==> src/rtl/seg_scan_if.sv <==
// Display-side interface of seg_scan_ctrl: value and display controls in,
// multiplexed digit code, active-low digit select and converter status out.
interface seg_scan_if #(
  parameter int NUM_DIG = 6,
  parameter int BIN_W   = 20
);
  logic [BIN_W-1:0]   data;
  logic               en;
  logic               blank_lz;
  logic [3:0]         data_disp;
  logic [NUM_DIG-1:0] seg_sel;
  logic               busy;

  modport master (
    output data, en, blank_lz,
    input  data_disp, seg_sel, busy
  );

  modport slave (
    input  data, en, blank_lz,
    output data_disp, seg_sel, busy
  );
endinterface

==> src/rtl/seg_scan_ctrl.sv <==
// Binary-to-BCD converter (sequential double-dabble) feeding a time-multiplexed
// digit scanner for a 7-segment decoder; code 4'hf renders blank.
module seg_scan_ctrl #(
  parameter int NUM_DIG = 6,
  parameter int BIN_W   = 20,
  parameter int CLK_DIV = 50000
) (
  input  logic      sys_clk,
  input  logic      sys_rst_n,
  seg_scan_if.slave bus
);
  localparam int BCD_DIG = 6;              // 999999 needs six BCD digits
  localparam int BCD_W   = 4 * BCD_DIG;
  localparam int CNT_W   = $clog2(BIN_W + 1);
  localparam int DIV_W   = $clog2(CLK_DIV);
  localparam int IDX_W   = (NUM_DIG > 1) ? $clog2(NUM_DIG) : 1;
  localparam logic [BIN_W-1:0] MAX_VAL = BIN_W'(999_999);

  typedef enum logic [1:0] {IDLE, SHIFT, DONE} state_t;

  state_t                   state_q, state_d;
  logic                     load, shift_en, commit;
  logic [BIN_W-1:0]         snap_q, shift_q;
  logic [BCD_W-1:0]         acc_q, acc_adj;
  logic [CNT_W-1:0]         cnt_q;
  logic                     busy_q;
  logic [NUM_DIG-1:0][3:0]  digit_q;
  logic [DIV_W-1:0]         div_q;
  logic [IDX_W-1:0]         idx_q;
  logic [NUM_DIG-1:0]       blank_vec;
  logic                     nz_above;
  logic [3:0]               disp_q;
  logic [NUM_DIG-1:0]       sel_q;

  // NOTE: sequential state uses non-blocking assignments so every flop samples
  // the pre-edge values, independent of process ordering.
  always_ff @(posedge sys_clk or negedge sys_rst_n) begin
    if (!sys_rst_n) state_q <= IDLE;
    else            state_q <= state_d;
  end

  always_comb begin
    // NOTE: every signal written here gets a default first, so no path through
    // the case can leave one unassigned and infer a latch.
    state_d  = state_q;
    load     = 1'b0;
    shift_en = 1'b0;
    commit   = 1'b0;
    unique case (state_q)
      IDLE: if (bus.data != snap_q) begin
        load    = 1'b1;
        state_d = SHIFT;
      end
      SHIFT: begin
        shift_en = 1'b1;
        if (cnt_q == CNT_W'(BIN_W - 1)) state_d = DONE;
      end
      DONE: begin
        commit  = 1'b1;
        state_d = IDLE;
      end
      default: state_d = IDLE;
    endcase
  end

  // Double-dabble correction applied before each shift.
  always_comb begin
    acc_adj = acc_q;
    for (int i = 0; i < BCD_DIG; i++) begin
      if (acc_q[4*i +: 4] >= 4'd5) acc_adj[4*i +: 4] = acc_q[4*i +: 4] + 4'd3;
    end
  end

  // NOTE: the digit registers are a handful of flops, not a RAM, so they sit on
  // the async reset like the rest of the state.
  always_ff @(posedge sys_clk or negedge sys_rst_n) begin
    if (!sys_rst_n) begin
      snap_q  <= '0;
      shift_q <= '0;
      acc_q   <= '0;
      cnt_q   <= '0;
      busy_q  <= 1'b0;
      digit_q <= '0;
    end else begin
      if (load) begin
        snap_q  <= bus.data;
        shift_q <= (bus.data > MAX_VAL) ? MAX_VAL : bus.data;
        acc_q   <= '0;
        cnt_q   <= '0;
        busy_q  <= 1'b1;
      end
      if (shift_en) begin
        {acc_q, shift_q} <= {acc_adj, shift_q} << 1;
        cnt_q            <= cnt_q + CNT_W'(1);
      end
      if (commit) begin
        digit_q <= acc_q[4*NUM_DIG-1:0];
        busy_q  <= 1'b0;
      end
    end
  end

  // Digit k>0 is blanked when it and every higher digit are zero.
  always_comb begin
    blank_vec = '0;
    nz_above  = 1'b0;
    for (int k = NUM_DIG - 1; k > 0; k--) begin
      nz_above     = nz_above | (digit_q[k] != 4'd0);
      blank_vec[k] = bus.blank_lz & ~nz_above;
    end
  end

  always_ff @(posedge sys_clk or negedge sys_rst_n) begin
    if (!sys_rst_n) begin
      div_q <= '0;
      idx_q <= '0;
    end else if (div_q == DIV_W'(CLK_DIV - 1)) begin
      div_q <= '0;
      idx_q <= (idx_q == IDX_W'(NUM_DIG - 1)) ? '0 : idx_q + IDX_W'(1);
    end else begin
      div_q <= div_q + DIV_W'(1);
    end
  end

  // Select and code are registered together so they never disagree.
  always_ff @(posedge sys_clk or negedge sys_rst_n) begin
    if (!sys_rst_n) begin
      disp_q <= 4'hf;
      sel_q  <= '1;
    end else if (!bus.en) begin
      disp_q <= 4'hf;
      sel_q  <= '1;
    end else begin
      sel_q  <= ~(NUM_DIG'(1) << idx_q);
      disp_q <= blank_vec[idx_q] ? 4'hf : digit_q[idx_q];
    end
  end

  assign bus.data_disp = disp_q;
  assign bus.seg_sel   = sel_q;
  assign bus.busy      = busy_q;
endmodule

==> src/flat_wrapper.sv <==
// flat-port wrapper written by rule: the top's interface ports become plain ports
module seg_scan_ctrl_flat 
#(
  parameter int NUM_DIG = 6,
  parameter int BIN_W   = 20,
  parameter int CLK_DIV = 50000
)
  (sys_clk, sys_rst_n, bus_data, bus_en, bus_blank_lz, bus_data_disp, bus_seg_sel, bus_busy);
  seg_scan_if #(.NUM_DIG(NUM_DIG), .BIN_W(BIN_W)) bus_i ();
  input  logic sys_clk;
  input  logic sys_rst_n;
  input wire logic [$bits(bus_i.data)-1:0] bus_data;
  input wire logic [$bits(bus_i.en)-1:0] bus_en;
  input wire logic [$bits(bus_i.blank_lz)-1:0] bus_blank_lz;
  output wire logic [$bits(bus_i.data_disp)-1:0] bus_data_disp;
  output wire logic [$bits(bus_i.seg_sel)-1:0] bus_seg_sel;
  output wire logic [$bits(bus_i.busy)-1:0] bus_busy;
  assign bus_i.data = bus_data;
  assign bus_i.en = bus_en;
  assign bus_i.blank_lz = bus_blank_lz;
  assign bus_data_disp = bus_i.data_disp;
  assign bus_seg_sel = bus_i.seg_sel;
  assign bus_busy = bus_i.busy;
  seg_scan_ctrl #(.NUM_DIG(NUM_DIG), .BIN_W(BIN_W), .CLK_DIV(CLK_DIV)) u_core (.sys_clk(sys_clk), .sys_rst_n(sys_rst_n), .bus(bus_i));
endmodule
==> config.mk <==
export PLATFORM = sky130hd
export DESIGN_NAME = seg_scan_ctrl_flat
export DESIGN_NICKNAME = d
export VERILOG_FILES = /design/src/rtl/seg_scan_if.sv /design/src/rtl/seg_scan_ctrl.sv /design/src/flat_wrapper.sv
export SDC_FILE = /design/constraint.sdc
export NUM_CORES = 1
export LEC_CHECK = 0
export ABC_AREA = 1
export CELL_PAD_IN_SITES_DETAIL_PLACEMENT = 2
export CELL_PAD_IN_SITES_GLOBAL_PLACEMENT = 2
export CORE_MARGIN = 10
export CORE_UTILIZATION = 36
export DETAILED_ROUTE_END_ITERATION = 7
export GPL_TIMING_DRIVEN = 0
export PLACE_DENSITY = 0.87
export SLEW_MARGIN = 10
export SYNTH_ARGS = -nofsm -noshare
export SYNTH_HDL_FRONTEND = slang
export SYNTH_SLANG_ARGS = --single-unit
==> constraint.sdc <==
create_clock -name sys_clk -period 1.9 [get_ports sys_clk]
set_input_delay 0.38 -clock sys_clk [delete_from_list [all_inputs] [get_ports sys_clk]]
set_output_delay 0.38 -clock sys_clk [all_outputs]
set_load 0.005 [all_outputs]
==> flow_summary.yaml, run 1 <==
final_layout:
  drive_gt1_share_pct: 9.53
  area_growth_pct: 20.5
  utilization_pct: 44.6
  final_cells: 1127
  diodes: 0
  nFillCells: 1975
  nNetsFinal: 929
  fin_area_mm2: 0.00778
critical_path:
  worstPathCellList: "clkdlybuf4s50_1"
  crit_fanout: 1
  worstSetupStartpointType: "flip-flop"
  worst_path_largest_cell_delay_ps: 520
  crit_slowest_cell: "dfstp_2"
  required_ps: 1520
  arrival_ps: 1450
  end_kind: "primary output"
  cp_num_buf_inv: 1
  crit_type: "flip-flop to primary output"
  critical-path-top-delay-family: "flip-flops"
logic_synthesis:
  syn_area_per_cell_um2: 7.74
  synth.area.top_cells: "dfrtp_1 (45%), nand2_1 (15%), o21ai_0 (7.1%)"
  synth_area_leader_cell: "dfrtp_1"
  synth_top_area_share_pct: 44.6
  synthCells: 834
  synth_common_cells: "nand2_1 (252), dfrtp_1 (115), inv_1 (103), o21ai_0 (91), nand3_1 (70)"
  yosysSeqAreaShare_pct: 48.7
  syn_area_mm2: 0.00645
  ys_async_sr_fraction_pct: 100
  synth-seq-cells: 125
  syn_nets: 873
  ys.flop_type: "dfrtp_1"
  yosys_warnings: 0
  yosysUniqueCellTypes: 34
  synth_edf_count: 0
  yosysMostFrequentCell: "nand2_1"
timing:
  slew_headroom_pct: 58.6
  fmax_mhz: 547
  setup-violations-final: 0
  finalMaxSlewViolations: 0
  worst_slack_ps: 72.4
  skew_ps: 10.0
  worstMarginPinSlew_ps: 621
  fin_crit_sh_pct: 96.2
  finalHoldViolCount: 0
  finalSetupTns_ps: 0
  holdWs_ps: 321
  min_period_ps: 1830
floorplan:
  core_area_mm2: 0.0174
  rows: 48
  start_util_pct: 37.1
  io_pins: 35
  die_w_um: 154
  die-area_mm2: 0.0237
  die_h_um: 154
global_route:
  track_usage_pct: 17.6
  antenna_found_initial: 0
  grt.overflow.total: 0
  grt_pass1_wl_um: 34200
  grt_max_degree: 66
  grt_pass1_vias: 6687
power_and_ir_drop:
  p_per_area_mw_per_mm2: 1040
  ir_drop_mv: 0.669
  power.total_mw: 8.08
  p_leak_nw: 4.01
flow_run:
  drv_cap: 0
placement:
  dp.cells: 1094
  gp_congestion: 0.804
  placed_area_mm2: 0.00711
  hpwl_um: 13500
  port_buffers: 34
  dpl_worst_slack_ps: -500
clocking:
  htreeDepth: 4
  clk_pin_slew_worst_paths_ps: 60
  cts_num_sinks: 125
  cts_root_buf: "clkbuf_16"
  cts_made_buffers: 17
  cts_tree: "yes"
  clock_path_buffers: 2
  insertion_delay_ps: 430
route:
  wl_um: 20700
  firstDrtPassIters: 4
  drt_iter0_drc: 279
  drtAntennaViolNets: 0
  drcViolationCount: 0
  wl_per_cell_um: 18.3
  num_vias: 5789
  vias_per_cell: 5.14
run_status:
  status: "complete, no violations"
hold_path:
  hold_path_class: "primary input to flip-flop"
[layout by cell type (no fill, tap or decap), drive strengths merged]
cell / count
nor2: 54
clkdlybuf4s50: 23
clkinv: 7
o21ai: 91
nand4: 6
dlygate4sd2: 1
a21oi: 32
clkbuf: 42
inv: 105
o21bai: 6
nand2: 254
xor2: 12
dlygate4sd3: 1
dfrtp: 115
xnor2: 4
dlymetal6s2s: 9
or2: 3
ha: 15
dfstp: 10
a31oi: 1
a22oi: 7
nor3: 11
o22ai: 1
nand3: 71
o211ai: 1
buf: 16
bufinv: 1
o2111ai: 1
nor4: 1
o31ai: 1
[kinds of logic (layout without fill, tap and decap cells)]
| group | after synthesis | after routing | synth area share [%] |
|---|---|---|---|
| AOI/OAI and AO/OA | 141 | 141 | 11.6 |
| xor gates and xnor gates | 16 | 16 | 2.17 |
| adders and majority gates | 15 | 15 | 2.91 |
| buffers and inverters | 137 | 205 | 9.01 |
| DFF | 125 | 125 | 48.7 |
| and+or+nand+nor | 400 | 400 | 25.6 |
[worst paths after layout]
check | from | to | slack, ps | cells after the start
max | u_core.bus.seg_sel[1] | bus_seg_sel[1] | 70 | 1
min | bus_data[10] | u_core.snap_q[10] | 320 | 3
max reg2reg | u_core.snap_q[8] | u_core.shift_q[16] | 110 | 13
min reg2reg | u_core.div_q[0] | u_core.div_q[0] | 480 | 1
max in group asynchronous | sys_rst_n | u_core.snap_q[17] | 610 | 3
min in group asynchronous | sys_rst_n | u_core.div_q[9] | 530 | 2
[metal layers]
layer / track usage [%] / wire (um) / share of wire [%]
met5: 0 / 0 / 0
met4: 6.21 / 453 / 2.2
met3: 3.40 / 488 / 2.4
met2: 32.2 / 10800 / 52
met1: 19.8 / 8970 / 43
[power by group]
part / internal, mW / total [mW] / switching [mW]
Combinational: 0.576 / 1.48 / 0.900
Sequential: 3.10 / 3.46 / 0.361
Clock: 1.91 / 3.14 / 1.23
[timing repair]
item / in CTS / in global routing
setup buffers: 0 / 1
pin swaps: 2 / 6
hold buffers: 1 / 0
gates cloned: 0 / 1
setup endpoints to repair: 53 / 77
resized for setup: 8 / 32
endpoints found under the hold margin: 50 / 0
[sequential cells by signal (all words and copies together) (netlist names)]
| name | flops |
|---|---|
| u_core.state_q | 2 |
| u_core.bus.data_disp | 4 |
| u_core.cnt_q | 5 |
| u_core.idx_q | 3 |
| u_core.snap_q | 20 |
| u_core.bus.seg_sel | 6 |
| u_core.div_q | 16 |
| u_core.acc_q | 24 |
| u_core.bus.busy | 1 |
| u_core.shift_q | 20 |
| u_core.digit_q | 24 |
[final cells by class]
class | count | area, um^2 | area share (%)
timing repair buffer | 38 | 433 | 5.57
clock buffer | 23 | 488 | 6.28
tap | 225 | 282 | 3.62
inverter | 105 | 394 | 5.07
buffer | 31 | 201 | 2.59
sequential | 125 | 3140 | 40.4
clock inverter | 8 | 65.1 | 0.837
multi-input combinational | 572 | 2770 | 35.7
No activity file was read; power rests on OpenSTA's default activity.
==> run 2, diff against run 1 <==
--- a/config.mk
+++ b/config.mk
@@ -6,10 +6,12 @@
 export NUM_CORES = 1
 export LEC_CHECK = 0
 export ABC_AREA = 1
+export ABC_CLOCK_PERIOD_IN_PS = 1900
 export CELL_PAD_IN_SITES_DETAIL_PLACEMENT = 2
 export CELL_PAD_IN_SITES_GLOBAL_PLACEMENT = 2
 export CORE_MARGIN = 10
 export CORE_UTILIZATION = 36
+export CTS_CLUSTER_SIZE = 16
 export DETAILED_ROUTE_END_ITERATION = 7
 export GPL_TIMING_DRIVEN = 0
 export PLACE_DENSITY = 0.87
==> results of run 2 <==
Final layout, timing and power as in run 1 (identical DEF).
